<file path="src/rtl/alu_seq_core.sv">
// ALU responder: add/and/xor complete in one cycle, mul runs an LSB-first
// shift-add over WIDTH cycles and reports completion through done/busy.
module alu_seq_core #(
   parameter int WIDTH = 8
) (
   input  logic                 clk,
   input  logic                 rst,
   input  logic                 op_start,
   input  logic [1:0]           operation,
   input  logic [WIDTH-1:0]     operand_a,
   input  logic [WIDTH-1:0]     operand_b,
   output logic [2*WIDTH-1:0]   result,
   output logic                 done,
   output logic                 busy
);

   // state   | meaning
   // ST_IDLE | accepting requests; single-cycle ops complete here
   // ST_MUL  | multiply in progress, requests ignored

   localparam int RW = 2 * WIDTH;
   localparam int CW = (WIDTH > 1) ? $clog2(WIDTH) : 1;

   localparam logic [1:0] OP_ADD = 2'b00;
   localparam logic [1:0] OP_AND = 2'b01;
   localparam logic [1:0] OP_XOR = 2'b10;
   localparam logic [1:0] OP_MUL = 2'b11;

   typedef enum logic {ST_IDLE, ST_MUL} state_t;

   state_t            state_q,  state_d;
   logic [RW-1:0]     result_q, result_d;
   logic              done_q,   done_d;
   logic              busy_q,   busy_d;
   logic [RW-1:0]     mcand_q,  mcand_d;
   logic [WIDTH-1:0]  mplier_q, mplier_d;
   logic [RW-1:0]     acc_q,    acc_d;
   logic [CW-1:0]     cnt_q,    cnt_d;
   logic [RW-1:0]     step_sum;

   always_comb begin
      state_d  = state_q;
      result_d = result_q;
      done_d   = 1'b0;
      busy_d   = busy_q;
      mcand_d  = mcand_q;
      mplier_d = mplier_q;
      acc_d    = acc_q;
      cnt_d    = cnt_q;
      step_sum = acc_q + (mplier_q[0] ? mcand_q : '0);

      case (state_q)
         ST_IDLE: begin
            if (op_start) begin
               case (operation)
                  OP_ADD: begin
                     result_d = RW'(operand_a) + RW'(operand_b);
                     done_d   = 1'b1;
                  end
                  OP_AND: begin
                     result_d = RW'(operand_a & operand_b);
                     done_d   = 1'b1;
                  end
                  OP_XOR: begin
                     result_d = RW'(operand_a ^ operand_b);
                     done_d   = 1'b1;
                  end
                  OP_MUL: begin
                     mcand_d  = RW'(operand_a);
                     mplier_d = operand_b;
                     acc_d    = '0;
                     cnt_d    = '0;
                     busy_d   = 1'b1;
                     state_d  = ST_MUL;
                  end
                  default: ;
               endcase
            end
         end
         ST_MUL: begin
            acc_d    = step_sum;
            mcand_d  = mcand_q << 1;
            mplier_d = mplier_q >> 1;
            cnt_d    = cnt_q + CW'(1);
            // Last step: publish the sum directly so done lands on this edge
            if (cnt_q == CW'(WIDTH - 1)) begin
               result_d = step_sum;
               done_d   = 1'b1;
               busy_d   = 1'b0;
               state_d  = ST_IDLE;
            end
         end
         default: state_d = ST_IDLE;
      endcase
   end

   always_ff @(posedge clk) begin
      if (rst) begin
         state_q  <= ST_IDLE;
         result_q <= '0;
         done_q   <= 1'b0;
         busy_q   <= 1'b0;
         mcand_q  <= '0;
         mplier_q <= '0;
         acc_q    <= '0;
         cnt_q    <= '0;
      end else begin
         state_q  <= state_d;
         result_q <= result_d;
         done_q   <= done_d;
         busy_q   <= busy_d;
         mcand_q  <= mcand_d;
         mplier_q <= mplier_d;
         acc_q    <= acc_d;
         cnt_q    <= cnt_d;
      end
   end

   assign result = result_q;
   assign done   = done_q;
   assign busy   = busy_q;

endmodule

</file>
<file path="config.mk">
export PLATFORM = sky130hd
export DESIGN_NAME = alu_seq_core
export DESIGN_NICKNAME = d
export VERILOG_FILES = /design/src/rtl/alu_seq_core.sv
export SDC_FILE = /design/constraint.sdc
export NUM_CORES = 1
export LEC_CHECK = 0
export CAP_MARGIN = 40
export CELL_PAD_IN_SITES_DETAIL_PLACEMENT = 1
export CELL_PAD_IN_SITES_GLOBAL_PLACEMENT = 2
export CORE_MARGIN = 2
export CORE_UTILIZATION = 34
export DETAILED_ROUTE_END_ITERATION = 6
export PLACE_DENSITY_LB_ADDON = 0.1
export SLEW_MARGIN = 10
export SYNTH_ARGS = -nofsm -noshare
export SYNTH_HDL_FRONTEND = slang
export SYNTH_SLANG_ARGS = --single-unit
</file>
<file path="constraint.sdc">
create_clock -name clk -period 3 [get_ports clk]
set_input_delay 0.45 -clock clk [delete_from_list [all_inputs] [get_ports clk]]
set_output_delay 0.45 -clock clk [all_outputs]
set_load 0.03 [all_outputs]
</file>
; Word-level counts from Yosys, hierarchy flattened
; Cells that the tools add are included.
[classes]
add_sub_neg = 3
mul = 0
div = 0
order_cmp = 0
eq_ne = 8
n_shift = 0
muxes = 29
bitwise = 3
n_reduce_logical = 5
[ops]
columns = op, n
row1 = 16-bit 2-to-1 mux, 7
row2 = 16-bit one-hot mux with 2 select lines, 3
row3 = 16-bit one-hot mux with 3 select lines, 1
row4 = 16-bit adder, 1
row5 = 8-bit 2-to-1 mux, 2
row6 = 8-bit one-hot mux with 2 select lines, 1
row7 = 8-bit by 8-bit adder with 9-bit output, 1
row8 = 1-bit 2-to-1 mux, 9
row9 = 8-bit bitwise AND, 1
row10 = 8-bit bitwise XOR, 1
row11 = 3-bit 2-to-1 mux, 2
row12 = 1-bit one-hot mux with 2 select lines, 3
row13 = 3-bit one-hot mux with 2 select lines, 1
row14 = 3-bit AND reduction, 2
row15 = 2-bit equality test (second input constant), 2
row16 = 2-bit by 1-bit inequality test with 1-bit output (second input constant), 2
row17 = 4-bit by 1-bit inequality test with 1-bit output (second input constant), 1
row18 = 3-bit by 1-bit adder with 3-bit output (second input constant), 1
row19 = 3-bit equality test (second input constant), 1
row20 = 3-bit OR reduction, 1
row21 = 2-bit by 1-bit equality test with 1-bit output (second input constant), 1
row22 = 2-bit zero test, 1
row23 = 2-bit inequality test (second input constant), 1
row24 = 2-bit AND reduction, 1
row25 = 1-bit inverter, 1
[totals]
reg_bits = 62
latchBits = 0
ram_bits = 0
rom_bits = 0
out_inout_bits = 18
elab_cells = 56
mem_count = 0

; Logic depth before layout (Yosys ltp)
[logic_depth]
depth_word = 5
mapped_depth = 10
depth_no_buf = 9

; Least setup slack after synthesis
; No wires, ideal clock.
[synth_timing]
path_type = reg2reg
from = register mplier_q[0]
to = register acc_q[12]
setup_time_ns = 0.117
arrival_ns = 2.270
slack_ns = 0.612
stages_incl_launch_ff = 11
synth_period_minus_slack_ns = 2.388
path_cell_list = dfxtp_1 clkbuf_1 and2_1 ha_1 fa_1 a211oi_1 o21a_1 o221a_2 o21ai_1 xor2_1 a32o_1
[synth_via]
elab_chain_len = 3
[synth_rtl]
columns = item, line
row1 = from (decl), 36  ; logic [WIDTH-1:0] mplier_q, mplier_d;
row2 = from (signal assigned), 113  ; mplier_q <= mplier_d;
row3 = 16-bit 2-to-1 mux, 50  ; step_sum = acc_q + (mplier_q[0] ? mcand_q : '0);
row4 = 16-bit adder, 50
row5 = 16-bit one-hot mux with 2 select lines, 52  ; case (state_q)
row6 = to (signal assigned), 105  ; acc_q <= '0;
row7 = to (signal assigned), 114  ; acc_q <= acc_d;
row8 = to (decl), 37  ; logic [RW-1:0] acc_q, acc_d;
; Every way passes these cells.
; A chain may end at the register's enable or synchronous reset.

; Worst setup path in the final report
; Ends and elaborated chain as after synthesis.

==> summary.txt <==
Synth
  • Ys Warns: 0
  • Synth top area cells: dfxtp_1 (33%), a21oi_1 (9.7%), ha_1 (9.6%), nor2_1 (5.3%), nand2_1 (4.7%)
  • Post-Syn Nets: 529
  • Synth top cells by count: a21oi_1 (73), dfxtp_1 (62), nor2_1 (53)
  • Mux cell area share after synthesis: 0.01455
  • Synth Area in Compound Gates: 0.2708
  • FF+latch count, synth: between 60 and 70
  • Cell count after synthesis: 477
  • Post-Synth XOR/XNOR Area: 0.03935
  • Leading area contributor after synthesis: dfxtp_1
  • Simple-gate share of the synthesized area: 0.2021
  • Syn_area_per_cell: 7.932 um2
  • Synth Area in Adders: 0.1065
  • Number of flops mapped to enable cells by yosys: 0
  • Top_reg_cell synth: dfxtp_1
  • Most common cell in the netlist: a21oi_1
  • Cell variety after synth: 52
  • Fraction of registers with async set/reset: 0
  • Synth top area share: 0.3280
  • Synthesized area: about 0.0038 mm2
  • Post-synthesis sequential area ratio: 0.3280
  • Largest family of logic cells by synthesized area: compound AO/OA/AOI/OAI gates

Worst setup path
  • Setup crit start kind: flop
  • CP Buf/Inv Count: 0
  • Reg-to-reg critical path startpoint: mplier_q[0]
  • Worst Path Required: 3.25 ns
  • Reg-to-reg endpoint: acc_q[12]
  • Reg2reg setup slack: approximately 0.37 ns
  • CP Max Fanout: 9
  • WS Path Type: reg2reg
  • Crit path launch: mplier_q[0]
  • FF-to-FF path depth: 9
  • Slowest cell on crit path: fa_1
  • Worst Path Arrival: 2.88 ns
  • Critical path's largest stage delay: 0.44 ns
  • CP delay by family, top: compound AO/OA/AOI/OAI gates
  • Crit end category: flop
  • Cells along the critical path: and2_1 -> ha_1 -> fa_1 -> a211oi_1 -> o21a_1 -> o221a_2 -> o21ai_1 -> xor2_1 -> a32o_1

Timing
  • Fin. max-slew vios: 0
  • Setup Skew: 0.005245 ns
  • Setup TNS: 0 ns
  • Setup WS post-layout: about 0.37 ns
  • Final hold viol count: 0
  • Final period utilization: 0.8773
  • Measured slew at the worst slew-check pin: around 0.67 ns
  • RSZ-0062 raised after global routing: false
  • Period minus WS final: 2.632 ns
  • Peak Freq: 380.0 MHz
  • Headroom to the max-slew limit: 0.5494
  • Setup violators final: 0

Drt
  • Post-route ant nets: 0
  • 1st-iter DRT viols: 145
  • Wire per inst: approximately 18 um
  • Drt drc: 0
  • Routed WL: between 10000 and 15000 um
  • Vias: 3527
  • First-pass DRT Iterations: 4
  • Vias per cell: 5.410

Placed design
  • Place WS: 0.1840 ns
  • Placer congestion estimate: 0.8565
  • Placed cell count: ~640
  • Port bufs: 38
  • DP HPWL: just under 9000 um

Layout
  • Nets@finish: 559
  • Layout cell share with drive strength beyond 1: 0.07422
  • Area Overhead vs Synth: 18.55%
  • N_diodes: 0
  • Final Instance Count excl. Fillers: 652

Global routing
  • First-pass GRT wire length: 19080 um
  • GRT Overall Usage: 0.2113
  • Largest net degree at the start of global routing: 38
  • Grt ovf: 0
  • Vias in the first global route: 3593
  • Initial antenna violation count: 0

Min path
  • Worst hold stages: 2
  • Hold Path Origin: result[11]
  • Hold Path End: result[11]
  • Worst Hold Class: reg2reg

Clock tree
  • CTS tree: yes
  • CTS max path bufs: 2
  • Postcts setup bufs: 0
  • CTS Buf Count: 9
  • Clock transition at path regs: 0.07 ns
  • Clock latency on the worst-skew pair: 0.35 ns
  • Root Driver: clkbuf_8
  • CTS Sinks: 62
  • CTS Hold Buffers Added: 0
  • Post-cts sizing count: 0
  • Htree depth: 3

Die
  • DIE HEIGHT: approximately 110 um
  • Die area: 0.01199 mm2
  • Die width: 109.5 um
  • Effective utilization at floorplan: 0.3490
  • Top Ports: 39
  • # rows: 38
  • Core Area: 0.01084 mm2

Power
  • Pwr Density: 423.4 mW/mm2
  • Leak: 0.001813 uW
  • Peak supply drop: 0.1777 mV

Status
  • Status: complete, no violations

Run
  • Max-Cap Viols: 0
final cells by class:
type / instances / area [um2]
multi-input cells: 381 / 2396
repair buffers: 49 / 470.5
clock buffers: 13 / 168.9
inverters: 4 / 15.01
clock inverters: 3 / 17.52
well taps: 140 / 175.2
fillers: 1327 / 6355
flip-flops and latches: 62 / 1242
cells in the final DEF (no fill, tap or decap), types with 2 or more instances in the layout:
master / n
a211oi_1: 7
a21o_1: 5
a21oi_1: 73
a22o_1: 6
a22oi_1: 10
a31oi_1: 4
a32oi_1: 2
and2_1: 17
and3_1: 12
buf_4: 10
clkbuf_8: 12
clkdlybuf4s50_1: 37
clkinv_2: 2
dfxtp_1: 61
fa_1: 2
ha_1: 29
inv_1: 4
mux2i_1: 4
nand2_1: 47
nand2b_1: 2
nand3_1: 18
nand4_1: 3
nor2_1: 53
nor3_1: 5
o211ai_1: 4
o21a_1: 6
o21ai_0: 22
o21ai_1: 5
o21bai_1: 3
o22ai_1: 2
o22ai_2: 2
o31ai_1: 2
or3_1: 3
xnor2_1: 9
xor2_1: 8
how the worst max path moves through the flow:
stage,slack (ns),cells after the start,to
floorplan,0.61,10,acc_q[12]
global placement,0.29,9,result[6]
detailed placement,0.18,9,result[6]
CTS,0.40,9,acc_q[12]
global route,0.23,9,acc_q[12]
finish,0.37,9,acc_q[12]
worst register-to-register path, cell delays in order (launching register included):
cell and delay, ns:
dfxtp_1 0.40, and2_1 0.18, ha_1 0.21, fa_1 0.44, a211oi_1 0.29, o21a_1 0.29, o221a_2 0.27, o21ai_1 0.08
xor2_1 0.17, a32o_1 0.21
cell families (layout without fill, tap and decap cells):
group           Yosys count  after routing
simple gates            166            166
compound gates          162            162
flops                    62             62
buf+inv                  34             69
fa+ha+maj                31             31
xor+xnor                 17             17
mux                       5              5
routing by layer:
metal,vias to the layer above,global-route usage,share of wire
li1,1771,-,-
met1,1691,0.2961,0.51
met2,52,0.3316,0.45
met3,13,0.02905,0.026
met4,0,0.07414,0.015
met5,-,0,0
sequential cells by signal (all words and copies together), names as in the netlist:
name	flops
acc_q	16
done	1
mcand_q	16
mplier_q	8
busy	1
result	16
cnt_q	3
state_q	1
metrics by stage:
step	hold slack, ns	cell area [um2]	power (uW)	util
after floorplan	0.4315	3784	1074	-
after global routing	0.4762	4486	2001	0.4138
final	0.4545	4486	1899	0.4138
after global placement	0.4401	4299	1200	0.3966
after CTS	0.4565	4486	1928	0.4138
after detailed placement	0.4466	4299	1204	0.3966
where the power goes:
group	leakage, uW	internal, uW	switching (uW)	total [uW]
logic	0.00121	127	192	319
registers	0.000503	845	19.2	864
clock network	0.0000954	365	351	716
total	0.00181	1340	562	1900
Note: power is estimated with default switching activity, not from simulation.
